## src/rtl/counter_input_ctrl.sv

```systemverilog
// counter_input_ctrl: pushbutton front-end for the up/down ping-pong counter.
// Each raw button is synchronised, debounced by a small FSM plus counter, and
// every clean press toggles a level output (x = speed, switch = direction) and
// emits a one-cycle event pulse. lock freezes outputs and pulses but not the
// debouncers, so a press accepted under lock is consumed, not deferred.
module counter_input_ctrl #(
   parameter int unsigned DB_CYCLES = 4,     // stable cycles to accept press/release (>=2)
   parameter int unsigned CNT_W     = 8,     // 2**CNT_W must exceed DB_CYCLES
   parameter bit          X_INIT    = 1'b0,
   parameter bit          SW_INIT   = 1'b0
) (
   input  logic clk_1,
   input  logic rst,
   input  logic btn_speed,
   input  logic btn_dir,
   input  logic lock,
   output logic x,
   output logic switch,
   output logic speed_evt,
   output logic dir_evt
);

   typedef enum logic [1:0] {
      IDLE         = 2'd0,
      PRESS_WAIT   = 2'd1,
      PRESSED      = 2'd2,
      RELEASE_WAIT = 2'd3
   } db_state_t;

   localparam logic [CNT_W-1:0] CNT_LAST = CNT_W'(DB_CYCLES - 1);
   localparam logic [1:0]       LVL_INIT = {SW_INIT, X_INIT};

   // Channel 0 is the speed button, channel 1 the direction button.
   logic [1:0] btn;
   logic [1:0] lvl;
   logic [1:0] evt;

   assign btn = {btn_dir, btn_speed};

   for (genvar g = 0; g < 2; g++) begin : g_chan
      logic             s1;
      logic             s2;
      db_state_t        state;
      db_state_t        state_nxt;
      logic [CNT_W-1:0] cnt;
      logic [CNT_W-1:0] cnt_nxt;
      logic             accept;
      logic             lvl_q;
      logic             evt_q;

      // Two-flop synchroniser: the raw button is asynchronous to clk_1.
      always_ff @(posedge clk_1 or posedge rst) begin
         // NOTE: non-blocking assignments keep s2 reading last cycle's s1, giving two real flops.
         if (rst) begin
            s1 <= 1'b0;
            s2 <= 1'b0;
         end else begin
            s1 <= btn[g];
            s2 <= s1;
         end
      end

      // State register: debounce FSM state and its stability counter.
      always_ff @(posedge clk_1 or posedge rst) begin
         if (rst) begin
            state <= IDLE;
            cnt   <= '0;
         end else begin
            state <= state_nxt;
            cnt   <= cnt_nxt;
         end
      end

      // Next-state logic: a level must hold DB_CYCLES cycles after entering a wait state.
      always_comb begin
         // NOTE: defaults first so every path assigns both signals and no latch is inferred.
         state_nxt = state;
         cnt_nxt   = cnt;
         case (state)
            IDLE: begin
               if (s2) begin
                  state_nxt = PRESS_WAIT;
                  cnt_nxt   = '0;
               end
            end
            PRESS_WAIT: begin
               if (!s2) begin
                  state_nxt = IDLE;               // glitch rejected
               end else if (cnt == CNT_LAST) begin
                  state_nxt = PRESSED;
               end else begin
                  cnt_nxt = cnt + CNT_W'(1);
               end
            end
            PRESSED: begin
               if (!s2) begin
                  state_nxt = RELEASE_WAIT;
                  cnt_nxt   = '0;
               end
            end
            RELEASE_WAIT: begin
               if (s2) begin
                  state_nxt = PRESSED;            // release bounce, no new press
               end else if (cnt == CNT_LAST) begin
                  state_nxt = IDLE;
               end else begin
                  cnt_nxt = cnt + CNT_W'(1);
               end
            end
            default: begin
               state_nxt = IDLE;
               cnt_nxt   = '0;
            end
         endcase
      end

      // Output decode: a press is accepted on the PRESS_WAIT -> PRESSED edge.
      always_comb begin
         accept = (state == PRESS_WAIT) && s2 && (cnt == CNT_LAST);
      end

      // Registered level and pulse; lock suppresses both but the press is still consumed.
      always_ff @(posedge clk_1 or posedge rst) begin
         if (rst) begin
            lvl_q <= LVL_INIT[g];
            evt_q <= 1'b0;
         end else begin
            lvl_q <= lvl_q ^ (accept & ~lock);
            evt_q <= accept & ~lock;
         end
      end

      assign lvl[g] = lvl_q;
      assign evt[g] = evt_q;
   end

   assign x         = lvl[0];
   assign switch    = lvl[1];
   assign speed_evt = evt[0];
   assign dir_evt   = evt[1];

endmodule

```

## config.mk

```make
export PLATFORM = sky130hd
export DESIGN_NAME = counter_input_ctrl
export DESIGN_NICKNAME = d
export VERILOG_FILES = /design/src/rtl/counter_input_ctrl.sv
export SDC_FILE = /design/constraint.sdc
export NUM_CORES = 1
export LEC_CHECK = 0
export ABC_AREA = 1
export CAP_MARGIN = 20
export CORE_ASPECT_RATIO = 0.8
export CORE_MARGIN = 2
export CORE_UTILIZATION = 55
export DETAILED_ROUTE_END_ITERATION = 8
export HOLD_SLACK_MARGIN = 0.06
export PLACE_DENSITY = 0.83
export SYNTH_ARGS = -nofsm -noshare
export SYNTH_HDL_FRONTEND = slang
export SYNTH_SLANG_ARGS = --single-unit
```

## constraint.sdc

```tcl
create_clock -name clk_1 -period 1.8 [get_ports clk_1]
set_input_delay 0.27 -clock clk_1 [delete_from_list [all_inputs] [get_ports clk_1]]
set_output_delay 0.27 -clock clk_1 [all_outputs]
set_load 0.02 [all_outputs]
```

### Word level (Yosys, flattened, before mapping)

Index checks and enable logic that the tools add are counted.

* muxes and demuxes: 26
* bitwise gates (word level): 5
* reductions and logical operators: 10
* eq/ne operators: 20
* add/subtract/negate cells: 2

Operators with widths (number)
* $mux W8: 10
* $pmux W8 S4: 2
* $mux W2: 12
* $add A8 B1 Y8 const B: 2
* $eq A8 B2 Y1 const B: 2
* $ne A2 B2 Y1 const B: 8
* $pmux W2 S4: 2
* $reduce_and A4 Y1: 4
* $ne A3 B3 Y1 const B: 4
* $eq A2 B2 Y1 const B: 4
* $eq A2 B1 Y1 const B: 2
* $logic_and A1 B1 Y1: 4
* $logic_not A2 Y1: 2
* $and A1 B1 Y1: 2
* $xor A1 B1 Y1: 2
* $not A1 Y1: 1

* output and inout port bits: 4
* input port bits: 5
* flip-flop bits (word level): 28
* logic and storage cells: 75

### Longest topological paths before layout

Gate-level depths: netlist (run 1).

* depth after elaboration: 5
* mapped depth: 9
* mapped depth without buffers: 9

### Least setup slack after synthesis (run 1)

Ideal clock, no wire load.

* path type: flip-flop to flip-flop
* start point: register g_chan[1].cnt[0]
* end point: register g_chan[1].cnt[0]
* required time: 1674 ps
* library setup time: 126 ps
* stages on the path, launching flop included: 8
* period minus slack after synthesis: 1310 ps
* data arrival time: 1184 ps
* slack: 490 ps
* buffers on the path: 1
* cells stage by stage: dfrtp_1 > ha_1 > inv_1 > nor2_1 > nand4_2 > nand2_4 > buf_6 > o21ai_0

* word-level cells in the longest chain between the ends: 4
* elaborated cells on any way between the ends: 6
* those cells by class: add/sub (1); eq/ne (1); mux (4)

Ends and longest elaborated chain
* start, declared: RTL line 45 `logic [CNT_W-1:0] cnt;`
* start signal, assigned: RTL line 70 `cnt <= cnt_nxt;`
* $add A8 B1 Y8 / $eq A8 B2 Y1 (equally long branches)
* $mux W8 *: RTL line 89, 104
* $mux W8 (on tied branches): RTL line 102, 87
* $pmux W8 S4 *: RTL line 79 `case (state)`

Every way passes the cells marked *; elsewhere a longest branch is shown, timed or not. The select of a mux whose other input is x is not followed.
A chain may end at the register's enable or synchronous reset.

### Worst setup path in the final report (run 1)

* start point: register g_chan[0].cnt[0]
* end point: register g_chan[0].cnt[4]

* word-level cells in the longest chain between the ends: 4
* elaborated cells on any way between the ends: 6
* those cells by class: add/sub (1); eq/ne (1); mux (4)

Ends and longest elaborated chain (RTL line)
* start, declared: 45
* start signal, assigned: 70
* $add A8 B1 Y8 / $eq A8 B2 Y1 (equally long branches)
* $mux W8 *: 89, 104
* $mux W8 (on tied branches): 102, 87
* $pmux W8 S4 *: 79

Marks and branches as above.

==> impl_metrics.toml, run 1 <==
[run_status]
status = "completed"

[timing]
timing.final.max_slew_violations = 0
fin_skew_ns = 0.0181
slew_headroom_pct = 77.1
grt_setup_unrepaired = "false"
hold_viol = 0
fin_crit_ns = 1.60
worst_pin_slew_ns = 0.344
period_share_pct = 89.0
clock.fmax_ghz = 0.625
fin_setup_tns_ns = 0
finalSetupViolCount = 0

[route]
viasPerCell = 5.22
drt-total-wl_mm = 2.94
antenna_left = 0
num_vias = 1278
first_iter_violations = 66
wl_per_cell_um = 12.0
drc = 0
dr.pass1.iters = 4

[cts]
ctsLongestPathBuffers = 2
clk_pin_slew_ns = 0.16
cts_sinks = 28
tritoncts = "yes"
numCtsBuffers = 3
ctsHoldBuffers = 0
post_cts_buffers = 0
insertion_delay_ns = 0.34
clockRootBuffer = "clkbuf_4"
ctsResizeCount = 0
htreeDepth = 1

[global_route]
grt_overflow = 0
grt_pass1_vias = 1217
grt_max_degree = 29
antenna_found_initial = 0
grt_pass1_wl_mm = 5.07
grt_usage_pct = 22.2

[die]
die_area_um2 = 3120
die_w_um = 62
io_pins = 9
core_area_um2 = 2500
initial_core_util_pct = 59.2
die_h_um = 50.4
rows = 16

[synthesis]
yosysTopAreaCell = "dfrtp_1"
synth-edff-count = 0
yosysUniqueCellTypes = 21
avgSynthCellArea_um2 = 7.48
seq_area_frac_synth_pct = 47.3
ys_ff_latch = 28
syn-cell-area_um2 = 1480
netlist_top_cells_area = "dfrtp_1 (47%), nand2_1 (16%), nand3_1 (7.4%), inv_1 (6.8%), nor2_1 (5.3%)"
synth-async-reset-ratio_pct = 100
syn_nets = 205
syn_inst = 198
netlist.area_leader.share_pct = 47.3
yosysWarnings = 0
ys.flop_type = "dfrtp_1"

[job]
maxCapViolCount = 0

[final_layout]
area_growth_syn_to_layout_pct = 11.0
layout_commonest_cell = "nand2_1"
fillers = 207
antenna_cells = 0
layout-drive-gt1-share_pct = 6.22
layout_common_cells = "nand2_1 (63), dfrtp_1 (28), inv_1 (27)"
register_area_um2 = 701
multiInputGateArea_um2 = 644
nNetsFinal = 217

[worst_setup_path]
worstSetupStartpointType = "flip-flop"
r2r_start = "g_chan[0].cnt[0]$_DFFE_PP0P_"
arrival_ns = 1.83
crit_type = "reg -> reg"
required_ns = 2.03
end_kind = "flip-flop"
rrSetupSlack_ns = 0.20
path_max_fanout = 13
rr_worst_depth = 8
worst_r2r_endpoint = "g_chan[0].cnt[4]$_DFFE_PP0P_"

[placement]
port_buffers = 8
place_congestion = 0.936
dp_hpwl_mm = 2.15

[power]
ir_drop_mv = 0.561
power.total_mw = 1.80
p_per_area_nw_per_um2 = 1100
power.leakage_nw = 0.790

[hold_path]
hp-class = "in -> async"
-- per-layer routing --
| layer | part of all wire [%] | global-route usage (%) | vias up |
|---|---|---|---|
| met4 | 2.0 | 8.51 | 0 |
| met1 | 42 | 26.9 | 581 |
| met3 | 7.7 | 7.73 | 6 |
| met5 | 0 | 0 | - |
| li1 | - | - | 640 |
| met2 | 48 | 35.8 | 51 |
-- critical path, cell delays in order, from the launching register on --
cell and delay [ns]:
dfrtp_1 0.45, ha_1 0.24, inv_1 0.08, nor2_2 0.15, nand3_2 0.14, nand2_2 0.23, inv_1 0.09, nand2_1 0.07
nand2_1 0.04
-- cells by family (layout without fill, tap and decap cells) --
group                    after synthesis  count (layout)  synth area share, %
adder cells (fa/ha/maj)                2               2                 1.69
flip-flops                            28              28                 47.3
AND/OR/NAND/NOR                      118             118                 34.7
buffers and inverters                 31              42                 9.13
XOR/XNOR                               3               3                 1.78
AO/OA/AOI/OAI                         16              16                 5.41
-- cells in the mapped netlist (2+ instances only) --
cell / instances
nand4_1: 2
inv_1: 27
buf_6: 2
dfrtp_1: 28
ha_1: 2
o21ai_0: 13
nand3_1: 22
nor3_1: 3
o21ai_1: 3
nor2_1: 21
xor2_1: 3
nand2_1: 63
-- registers in the layout, indices dropped and copies added (netlist names), named ones only --
name,cells
dir_evt,1
g_chan.cnt,16
g_chan.s1,2
g_chan.s2,2
switch,1
x,1
g_chan.state,2
speed_evt,1
-- layout make-up --
cell class | count | share of cell area (%)
clock buffers | 3 | 1.37
clock inverters | 1 | 1.83
inverters | 28 | 6.40
multi-input cells | 139 | 39.2
flip-flops and latches | 28 | 42.7
well taps | 36 | 2.74
repair buffers | 10 | 5.79
-- per-stage QoR --
step / setup WS (ns) / util, % / area [µm²] / hold slack, ns / std cells
global placement: 0.368 / 63.6 / 1590 / 0.336 / 241
global route: 0.0337 / 65.6 / 1640 / 0.277 / 245
CTS: 0.191 / 65.6 / 1640 / 0.266 / 245
detailed placement: 0.236 / 63.6 / 1590 / 0.336 / 241
floorplan: 0.490 / - / 1480 / 0.301 / 198
finish: 0.199 / 65.6 / 1640 / 0.263 / 245
-- worst max path at each step --
stage                                 start                           end  cells past startpoint
2_1_floorplan  g_chan[1].cnt[0]$_DFFE_PP0P_  g_chan[1].cnt[0]$_DFFE_PP0P_                      7
4_1_cts        g_chan[0].cnt[0]$_DFFE_PP0P_  g_chan[0].cnt[4]$_DFFE_PP0P_                      8
3_5_place_dp   g_chan[0].cnt[0]$_DFFE_PP0P_  g_chan[0].cnt[4]$_DFFE_PP0P_                      8
3_3_place_gp   g_chan[0].cnt[0]$_DFFE_PP0P_  g_chan[0].cnt[4]$_DFFE_PP0P_                      8
5_1_grt        g_chan[0].cnt[0]$_DFFE_PP0P_  g_chan[0].cnt[4]$_DFFE_PP0P_                      8
6_report       g_chan[0].cnt[0]$_DFFE_PP0P_  g_chan[0].cnt[4]$_DFFE_PP0P_                      8
-- where the power goes --
part / switching (mW) / internal, mW
combinational: 0.342 / 0.183
clock: 0.184 / 0.225
sequential: 0.129 / 0.737
total: 0.655 / 1.15
Power figures use the tool's default switching activity.
==> inputs of run 2 (changes only) <==
Settings changed: CTS_CLUSTER_SIZE from default to 25, GPL_ROUTABILITY_DRIVEN from default to 0.
==> results of run 2 <==
No change in the layout: final DEF, timing and power equal those of run 1.
